<file path="src/rtl/imm_gen_pipe_if.sv">
// imm_gen_pipe_if
// Handshake bundle between the fetch buffer, the immediate generator and the
// decode stage.
//   in_valid / in_ready / in_inst          : instruction offer from fetch
//   out_valid / out_ready                  : result handshake toward decode
//   out_imm / out_fmt / out_illegal / out_inst : result payload
// master: the side that offers instructions and consumes results.
// slave : the immediate generator itself.
interface imm_gen_pipe_if #(
    parameter int XLEN = 32
);
    logic            in_valid;
    logic            in_ready;
    logic [31:0]     in_inst;
    logic            out_valid;
    logic            out_ready;
    logic [XLEN-1:0] out_imm;
    logic [2:0]      out_fmt;
    logic            out_illegal;
    logic [31:0]     out_inst;

    modport master (
        output in_valid, in_inst, out_ready,
        input  in_ready, out_valid, out_imm, out_fmt, out_illegal, out_inst
    );

    modport slave (
        input  in_valid, in_inst, out_ready,
        output in_ready, out_valid, out_imm, out_fmt, out_illegal, out_inst
    );
endinterface

</file>
<file path="src/rtl/imm_gen_pipe.sv">
// imm_gen_pipe
// Two-stage immediate generator for the RV32/RV64 decode path. S1 captures
// the instruction with its decoded format and illegal flag; S2 holds the
// assembled, extended immediate with the pass-through instruction word.
// Ports:
//   clk   : single rising-edge clock
//   rst   : synchronous active-high reset (dominates flush)
//   flush : kills both stages on the next edge; blocks input this cycle
//   bus   : imm_gen_pipe_if slave (valid/ready in, valid/ready out + payload)
// Format codes on out_fmt: 0 NONE, 1 I, 2 S, 3 B, 4 U, 5 J, 6 Z (CSR zimm),
// 7 V (OPIVI simm5).
module imm_gen_pipe #(
    parameter int XLEN      = 32,
    parameter bit EN_VECTOR = 1'b1
) (
    input  logic          clk,
    input  logic          rst,
    input  logic          flush,
    imm_gen_pipe_if.slave bus
);

    typedef enum logic [2:0] {
        FMT_NONE = 3'd0,
        FMT_I    = 3'd1,
        FMT_S    = 3'd2,
        FMT_B    = 3'd3,
        FMT_U    = 3'd4,
        FMT_J    = 3'd5,
        FMT_Z    = 3'd6,
        FMT_V    = 3'd7
    } fmt_e;

    typedef struct packed {
        fmt_e fmt;
        logic ill;
    } dec_t;

    // Opcode classification. Words with inst[1:0] != 2'b11 never match a
    // listed opcode, so they fall into the default (illegal) arm.
    function automatic dec_t decode(input logic [31:0] inst);
        dec_t d;
        d.fmt = FMT_NONE;
        d.ill = 1'b0;
        case (inst[6:0])
            7'b0000011, 7'b0010011, 7'b1100111, 7'b0001111: d.fmt = FMT_I;
            7'b0011011: begin
                if (XLEN == 64) d.fmt = FMT_I;
                else            d.ill = 1'b1;
            end
            7'b0100011:             d.fmt = FMT_S;
            7'b1100011:             d.fmt = FMT_B;
            7'b0110111, 7'b0010111: d.fmt = FMT_U;
            7'b1101111:             d.fmt = FMT_J;
            // SYSTEM: CSR*I forms carry a 5-bit zimm, the rest are I-type
            7'b1110011:             d.fmt = inst[14] ? FMT_Z : FMT_I;
            7'b0110011, 7'b0000111, 7'b0100111: d.fmt = FMT_NONE;
            7'b0111011: begin
                if (XLEN != 64) d.ill = 1'b1;
            end
            7'b1010111: begin
                if (!EN_VECTOR)                 d.ill = 1'b1;
                else if (inst[14:12] == 3'b011) d.fmt = FMT_V;
            end
            default:                d.ill = 1'b1;
        endcase
        return d;
    endfunction

    // Every immediate fits in 32 bits already sign- or zero-extended, so the
    // per-format assembly is done at 32 bits and widened once afterwards.
    function automatic logic signed [31:0] assemble(input logic [31:0] inst,
                                                    input fmt_e        fmt);
        logic signed [31:0] v;
        case (fmt)
            FMT_I:   v = {{20{inst[31]}}, inst[31:20]};
            FMT_S:   v = {{20{inst[31]}}, inst[31:25], inst[11:7]};
            FMT_B:   v = {{19{inst[31]}}, inst[31], inst[7], inst[30:25],
                          inst[11:8], 1'b0};
            FMT_U:   v = {inst[31:12], 12'b0};
            FMT_J:   v = {{11{inst[31]}}, inst[31], inst[19:12], inst[20],
                          inst[30:21], 1'b0};
            FMT_Z:   v = {27'b0, inst[19:15]};
            FMT_V:   v = {{27{inst[19]}}, inst[19:15]};
            default: v = '0;
        endcase
        return v;
    endfunction

    function automatic logic signed [XLEN-1:0] sext_xlen(input logic signed [31:0] v);
        return XLEN'(v);
    endfunction

    // Control
    logic vld_p1_q, vld_p1_d;
    logic vld_p2_q, vld_p2_d;
    logic s2_adv;
    logic in_rdy;
    logic in_xfer;

    // S1 payload
    logic [31:0] inst_p1_q, inst_p1_d;
    fmt_e        fmt_p1_q,  fmt_p1_d;
    logic        ill_p1_q,  ill_p1_d;
    dec_t        dec_in;

    // S2 payload
    logic signed [XLEN-1:0] imm_p2_q,  imm_p2_d;
    fmt_e                   fmt_p2_q,  fmt_p2_d;
    logic                   ill_p2_q,  ill_p2_d;
    logic [31:0]            inst_p2_q, inst_p2_d;

    always_comb begin
        s2_adv  = !vld_p2_q || bus.out_ready;
        in_rdy  = (!vld_p1_q || s2_adv) && !flush && !rst;
        in_xfer = bus.in_valid && in_rdy;
    end

    always_comb begin
        vld_p1_d = vld_p1_q;
        vld_p2_d = vld_p2_q;
        if (flush) begin
            vld_p1_d = 1'b0;
            vld_p2_d = 1'b0;
        end else begin
            if (s2_adv) vld_p2_d = vld_p1_q;
            if (in_xfer)     vld_p1_d = 1'b1;
            else if (s2_adv) vld_p1_d = 1'b0;
        end
    end

    always_ff @(posedge clk) begin
        if (rst) begin
            vld_p1_q <= 1'b0;
            vld_p2_q <= 1'b0;
        end else begin
            vld_p1_q <= vld_p1_d;
            vld_p2_q <= vld_p2_d;
        end
    end

    // ---- Stage 1 boundary: capture instruction with its decode ----
    always_comb begin
        dec_in    = decode(bus.in_inst);
        inst_p1_d = inst_p1_q;
        fmt_p1_d  = fmt_p1_q;
        ill_p1_d  = ill_p1_q;
        if (in_xfer) begin
            inst_p1_d = bus.in_inst;
            fmt_p1_d  = dec_in.fmt;
            ill_p1_d  = dec_in.ill;
        end
    end

    always_ff @(posedge clk) begin
        inst_p1_q <= inst_p1_d;
        fmt_p1_q  <= fmt_p1_d;
        ill_p1_q  <= ill_p1_d;
    end

    // ---- Stage 2 boundary: assembled immediate, held while stalled ----
    always_comb begin
        imm_p2_d  = imm_p2_q;
        fmt_p2_d  = fmt_p2_q;
        ill_p2_d  = ill_p2_q;
        inst_p2_d = inst_p2_q;
        if (s2_adv && vld_p1_q) begin
            imm_p2_d  = sext_xlen(assemble(inst_p1_q, fmt_p1_q));
            fmt_p2_d  = fmt_p1_q;
            ill_p2_d  = ill_p1_q;
            inst_p2_d = inst_p1_q;
        end
    end

    always_ff @(posedge clk) begin
        if (rst) begin
            imm_p2_q  <= '0;
            fmt_p2_q  <= FMT_NONE;
            ill_p2_q  <= 1'b0;
            inst_p2_q <= '0;
        end else begin
            imm_p2_q  <= imm_p2_d;
            fmt_p2_q  <= fmt_p2_d;
            ill_p2_q  <= ill_p2_d;
            inst_p2_q <= inst_p2_d;
        end
    end

    assign bus.in_ready    = in_rdy;
    assign bus.out_valid   = vld_p2_q;
    assign bus.out_imm     = imm_p2_q;
    assign bus.out_fmt     = fmt_p2_q;
    assign bus.out_illegal = ill_p2_q;
    assign bus.out_inst    = inst_p2_q;

endmodule

</file>
<file path="src/flat_wrapper.sv">
// flat-port wrapper written by rule: the top's interface ports become plain ports
module imm_gen_pipe_flat 
#(
    parameter int XLEN      = 32,
    parameter bit EN_VECTOR = 1'b1
)
  (clk, rst, flush, bus_in_valid, bus_in_inst, bus_out_ready, bus_in_ready, bus_out_valid, bus_out_imm, bus_out_fmt, bus_out_illegal, bus_out_inst);
  imm_gen_pipe_if #(.XLEN(XLEN)) bus_i ();
  input  logic clk;
  input  logic rst;
  input  logic flush;
  input wire logic [$bits(bus_i.in_valid)-1:0] bus_in_valid;
  input wire logic [$bits(bus_i.in_inst)-1:0] bus_in_inst;
  input wire logic [$bits(bus_i.out_ready)-1:0] bus_out_ready;
  output wire logic [$bits(bus_i.in_ready)-1:0] bus_in_ready;
  output wire logic [$bits(bus_i.out_valid)-1:0] bus_out_valid;
  output wire logic [$bits(bus_i.out_imm)-1:0] bus_out_imm;
  output wire logic [$bits(bus_i.out_fmt)-1:0] bus_out_fmt;
  output wire logic [$bits(bus_i.out_illegal)-1:0] bus_out_illegal;
  output wire logic [$bits(bus_i.out_inst)-1:0] bus_out_inst;
  assign bus_i.in_valid = bus_in_valid;
  assign bus_i.in_inst = bus_in_inst;
  assign bus_i.out_ready = bus_out_ready;
  assign bus_in_ready = bus_i.in_ready;
  assign bus_out_valid = bus_i.out_valid;
  assign bus_out_imm = bus_i.out_imm;
  assign bus_out_fmt = bus_i.out_fmt;
  assign bus_out_illegal = bus_i.out_illegal;
  assign bus_out_inst = bus_i.out_inst;
  imm_gen_pipe #(.XLEN(XLEN), .EN_VECTOR(EN_VECTOR)) u_core (.clk(clk), .rst(rst), .flush(flush), .bus(bus_i));
endmodule
</file>
<file path="config.mk">
export PLATFORM = sky130hd
export DESIGN_NAME = imm_gen_pipe_flat
export DESIGN_NICKNAME = d
export VERILOG_FILES = /design/src/rtl/imm_gen_pipe_if.sv /design/src/rtl/imm_gen_pipe.sv /design/src/flat_wrapper.sv
export SDC_FILE = /design/constraint.sdc
export NUM_CORES = 1
export LEC_CHECK = 0
export BUFFER_PORTS_ARGS = -buffer_cell sky130_fd_sc_hd__buf_2
export CAP_MARGIN = 20
export CORE_UTILIZATION = 35
export CTS_BUF_LIST = sky130_fd_sc_hd__clkbuf_4
export DETAILED_ROUTE_END_ITERATION = 8
export PLACE_DENSITY = 0.54
export SLEW_MARGIN = 20
export SYNTH_ARGS = -nofsm -noshare
export SYNTH_HDL_FRONTEND = slang
export SYNTH_SLANG_ARGS = --single-unit
</file>
<file path="constraint.sdc">
create_clock -name clk -period 2.5 [get_ports clk]
set_input_delay 0 -clock clk [delete_from_list [all_inputs] [get_ports clk]]
set_output_delay 0 -clock clk [all_outputs]
set_load 0.02 [all_outputs]
</file>
# After elaboration in Yosys (flattened, before gate mapping)
# Cells that the tools add are included.
[word_totals]
elab_cells = 53
reg_bits = 106
output_inout_bits = 70
[op_classes]
eq_ne = 22
mux = 7
n_reduce_logical = 15
[op_table]
columns = ["op", "count"]
rows = [
  ["$pmux W32 S7", 1],
  ["$eq A7 B7 Y1 const B", 5],
  ["$eq A7 B6 Y1 const B", 4],
  ["$pmux W3 S7", 1],
  ["$eq A7 B5 Y1 const B", 2],
  ["$reduce_or A14 Y1", 1],
  ["$eq A3 B3 Y1 const B", 4],
  ["$eq A3 B2 Y1 const B", 3],
  ["$eq A7 B2 Y1 const B", 1],
  ["$eq A7 B3 Y1 const B", 1],
  ["$eq A7 B4 Y1 const B", 1],
  ["$mux W3", 2],
  ["$logic_and A1 B1 Y1", 4],
  ["$logic_not A1 Y1", 4],
  ["$reduce_or A2 Y1", 2],
  ["$reduce_or A4 Y1", 1],
  ["$eq A3 B1 Y1 const B", 1],
  ["$mux W1", 3],
  ["$logic_or A1 B1 Y1", 2],
  ["$reduce_bool A2 Y1", 1],
]

# Depth between registers and ports, before layout
[depth]
depth_word = 7
mapped_depth = 7
mapped_depth_nobuf = 4

# Worst setup path before layout
# No wires, ideal clock.
[synth_path]
kind = "register -> register"
startpoint = "reg u_core.vld_p2_q (netlist: u_core.bus.out_valid)"
endpoint = "reg u_core.fmt_p1_q[0] (enable)"
path_slack_ns = -0.030
path_stages_with_launch = 4
period_less_slack_ns = 2.530
setup_ns = 0.396
arrival_ns = 2.134
path_cell_list = "dfxtp_1 nor2b_4 a211oi_1 and2_1"
[synth_via]
elab_chain_cells = 6
[synth_rtl]
columns = ["item", "line_no", "rtl"]
rows = [
  ["from (decl)", "imm_gen_pipe.sv:95", "logic vld_p2_q, vld_p2_d;"],
  ["from (signal assigned)", "imm_gen_pipe.sv:137", "vld_p2_q <= vld_p2_d;"],
  ["$logic_not A1 Y1", "imm_gen_pipe.sv:113", "s2_adv = !vld_p2_q || bus.out_ready;"],
  ["$logic_or A1 B1 Y1", "imm_gen_pipe.sv:113", ""],
  ["$logic_or A1 B1 Y1", "imm_gen_pipe.sv:114", "in_rdy = (!vld_p1_q || s2_adv) && !flush && !rst;"],
  ["$logic_and A1 B1 Y1 (2 in series)", "imm_gen_pipe.sv:114", ""],
  ["named net bus_in_ready", "flat_wrapper.sv:15", "output wire logic [$bits(bus_i.in_ready)-1:0] bus_in_ready;"],
  ["$logic_and A1 B1 Y1", "imm_gen_pipe.sv:115", "in_xfer = bus.in_valid && in_rdy;"],
  ["named net u_core.in_xfer", "imm_gen_pipe.sv:98", "logic in_xfer;"],
  ["to (signal assigned)", "imm_gen_pipe.sv:156", "fmt_p1_q <= fmt_p1_d;"],
  ["to (decl)", "imm_gen_pipe.sv:102", "fmt_e fmt_p1_q, fmt_p1_d;"],
]
# The timed path passes the listed nets, and every way through them passes these cells.
# A chain may end at the register's enable or synchronous reset.

# Worst setup path in the final report
[layout_path]
startpoint = "reg u_core.vld_p2_q (netlist: u_core.bus.out_valid)"
endpoint = "reg u_core.vld_p1_q"
[layout_via]
elab_chain_cells = 7
word_cells_on_any_way = 8
classes_between = "mux (1); reduce/logical (7)"
[layout_rtl]
columns = ["item", "line_no", "rtl"]
rows = [
  ["$logic_not A1 Y1 (*)", "imm_gen_pipe.sv:113", ""],
  ["$logic_or A1 B1 Y1 (*)", "imm_gen_pipe.sv:113", ""],
  ["$logic_or A1 B1 Y1", "imm_gen_pipe.sv:114", ""],
  ["$logic_and A1 B1 Y1 (2 in series)", "imm_gen_pipe.sv:114", ""],
  ["$logic_and A1 B1 Y1", "imm_gen_pipe.sv:115", ""],
  ["$mux W1 or $reduce_bool A2 Y1 (tied branches)", "n/a", ""],
  ["to (signal assigned)", "imm_gen_pipe.sv:136", "vld_p1_q <= vld_p1_d;"],
  ["to (decl)", "imm_gen_pipe.sv:94", "logic vld_p1_q, vld_p1_d;"],
]
# Mark *: on every way between the ends. The rest lies on a longest branch, timed or not.

==> results.toml <==
[run_status]
status = "complete, but fails checks"
violations = "design-rule violations"

[final_layout]
area_delta_synth_final_pct = 26.9
layout.cells.non_filler = 695
antenna_cells = 0
fin_area_um2 = 5410
drive_gt1_share_pct = 27.9
nNetsFinal = 584

[clock_network]
htree_num_levels = 3
clkSlewWorstSetupHoldPaths_ns = 0.15
numCtsBuffers = 9
cts_setup_buffers = 0
ctsResizeCount = 0
insertion_delay_ns = 0.45
cts-root-buf = "clkbuf_4"
cts.path.max_buffers = 2
cts_hold_buf = 38
tritoncts = "done"
clkSinkCount = 106

[die]
die_x_um = 112
core_area_um2 = 11700
num_rows = 39
initial_core_util_pct = 36.5
dieArea_um2 = 12600
die_h_um = 112
io_pins = 107

[yosys]
synth_compound_area_share_pct = 18.1
syn_inst = 416
synth_area_um2 = 4260
yosys_warnings = 0
seq_area_frac_synth_pct = 58.3
ys.flop_type = "dfxtp_1"
yosys.area_share.simple_pct = 17.7
synth_edf_count = 36
synth_top_family_by_area = "compound AO/OA/AOI/OAI gates"
syn_nets = 453
synthArstFlopShare_pct = 0
synth_xor_area_share_pct = 0
yosys.area.top_type_share_pct = 32.9
synth.ff_latch_count = 106
synth_largest_area_cell = "dfxtp_1"
synth-adder-area-share_pct = 0
muxShareOfSynthArea_pct = 1.53
avgSynthCellArea_um2 = 10.2
synthTopCellsByArea = "dfxtp_1 33%, edfxtp_1 25%, nand2_1 9.5%"
synth_cell_types = 44

[drt]
dr.pass1.iters = 7
drc = 6
drt_wl_total_um = 10800
vias = 3469
drt_iter0_markers = 201
routed_via_density = 4.99
antenna_left = 0
wl_per_cell_um = 15.6

[timing]
worst_slack_ns = 0.536
fin_worst_hold_slack_ns = 0.141
fmax_mhz = 509
rsz0062_at_grt = "no"
hold_violations = 0
setup_viol = 0
fin_crit_ns = 1.96
tightest_slew_ns = 0.673
period_share_pct = 78.6
finalMaxSlewViolations = 0
fin_tns_setup_ns = 0
clock_skew_ns = 0.0120
maxSlewHeadroom_pct = 54.9

[critical_path]
cp_max_fo = 5
path_class = "flip-flop to flip-flop"
cpPeakStageDelay_ns = 0.57
cp_slowest_cell = "dlygate4sd3_1"
crit_arrival_ns = 2.37
startpoint_type = "flip-flop"
critPathRequiredTime_ns = 2.90
path_cells = "nor2b_4 -> a21oi_1 -> dlygate4sd3_1 -> nor3_1 -> dlygate4sd3_1"
cp_common_cell = "dlygate4sd3_1"
end_kind = "flip-flop"

[power_and_ir_drop]
switchingPower_mw = 0.847
p_seq_share_pct = 60.1
switching_share_pct = 26.6
clock_power_share_pct = 26.8
ir_worst_vdd_uv = 243
p_leak_nw = 2.26
power_density_nw_per_um2 = 590
p_int_mw = 2.34
combinationalPowerShare_pct = 13.0

[grt]
grt.overflow.total = 0
grt_max_degree = 51
grt_pass1_vias = 3324
grt_first_pass_wirelength_um = 17500
grt.total_usage_pct = 17.7
grt_antenna_before_repair = 0

[min_path]
min_path_type = "input pin to flip-flop"

[placed_design]
pre_cts_slack_ns = 0.643
dpl.hpwl_um = 7490
place_area_um2 = 4890
io_buffers = 106
place_congestion = 0.844
dp.cells = 641

[job]
max_cap_viol_count = 0
## critical path: cells and delay by family, from the launching register on
family	cells	cell delay [ns]
buffers and inverters	2	1.13
DFF	1	0.36
AOI/OAI and AO/OA	1	0.08
and+or+nand+nor	2	0.34
## cell usage after synthesis, types with 2 or more instances
library cell	number
a22o_1	9
o21ai_1	2
buf_6	3
nand2_1	108
edfxtp_1	36
a31oi_1	3
dfxtp_1	70
nand4_1	3
nor2b_1	4
a21oi_1	47
a21o_1	11
nor2_1	13
mux2i_1	2
nand3b_1	2
buf_4	6
mux2_2	4
a221oi_2	10
clkbuf_1	9
nor4bb_1	2
a221oi_1	5
o2bb2ai_1	6
buf_2	13
nor3_1	9
a311oi_1	2
o21ai_0	2
buf_1	2
and2_1	2
nand2b_1	15
## placed cells by master (no fill, tap or decap), drive strengths merged, types with 5 or more instances in the layout
cell	n
dlygate4sd3	38
a21o	11
clkinv	5
nor3	11
buf	115
a22o	9
clkbuf	9
o2bb2ai	6
nand2b	15
a21oi	47
nand2	108
nor2	14
nor2b	5
edfxtp	36
a221oi	15
dfxtp	70
## kinds of logic (layout without fill, tap and decap cells)
logic type             after synthesis  in the layout
buffers and inverters               34            170
AOI/OAI and AO/OA                  105            105
and+or+nand+nor                    165            165
DFF                                106            106
muxes                                6              6
## flip-flops by register name, summed over array words and instances, names as in the netlist
register,flops
u_core.bus.out_imm,32
u_core.bus.out_inst,32
u_core.inst_p1_q,32
u_core.bus.out_fmt,3
u_core.fmt_p1_q,3
u_core.bus.out_illegal,1
u_core.bus.out_valid,1
u_core.ill_p1_q,1
u_core.vld_p1_q,1
## power groups by stage
stage | Clock, mW | Sequential (mW) | Combinational, mW
final | 0.857 | 1.92 | 0.416
after global routing | 0.968 | 1.93 | 0.456
after CTS | 0.892 | 1.92 | 0.419
after detailed placement | 0 | 1.96 | 0.374
after global placement | 0 | 1.96 | 0.367
after floorplan | 0 | 1.99 | 0.200
## cell type report
cell class	instances	area, um2
repair buffers	153	1000
clock inverters	7	70.1
multi-input cells	276	1600
well taps	143	179
fillers	1105	6250
flip-flops and latches	106	2480
clock buffers	9	67.6
inverters	1	3.75
## final timing paths
kind,startpoint,endpoint,slack [ns],cells past startpoint
max,u_core.bus.out_valid,u_core.vld_p1_q,0.54,5
min,bus_out_ready,u_core.bus.out_inst[0],0.14,5
max reg2reg,u_core.bus.out_valid,u_core.vld_p1_q,0.54,5
min reg2reg,u_core.bus.out_inst[7],u_core.bus.out_inst[7],0.46,2
## metal layers
metal | track usage [%] | part of all wire, % | vias up
met5 | 0 | 0 | -
met4 | 7.38 | 1.9 | 0
met3 | 3.24 | 5.5 | 13
met2 | 27.7 | 46 | 97
met1 | 24.3 | 46 | 1628
li1 | - | - | 1731
## stage by stage
step / util, % / power, mW
global route: 46.4 / 3.35
floorplan: - / 2.19
global placement: 41.9 / 2.32
CTS: 46.4 / 3.23
detailed placement: 41.9 / 2.33
finish: 46.4 / 3.19
No activity file was read; power rests on OpenSTA's default activity.
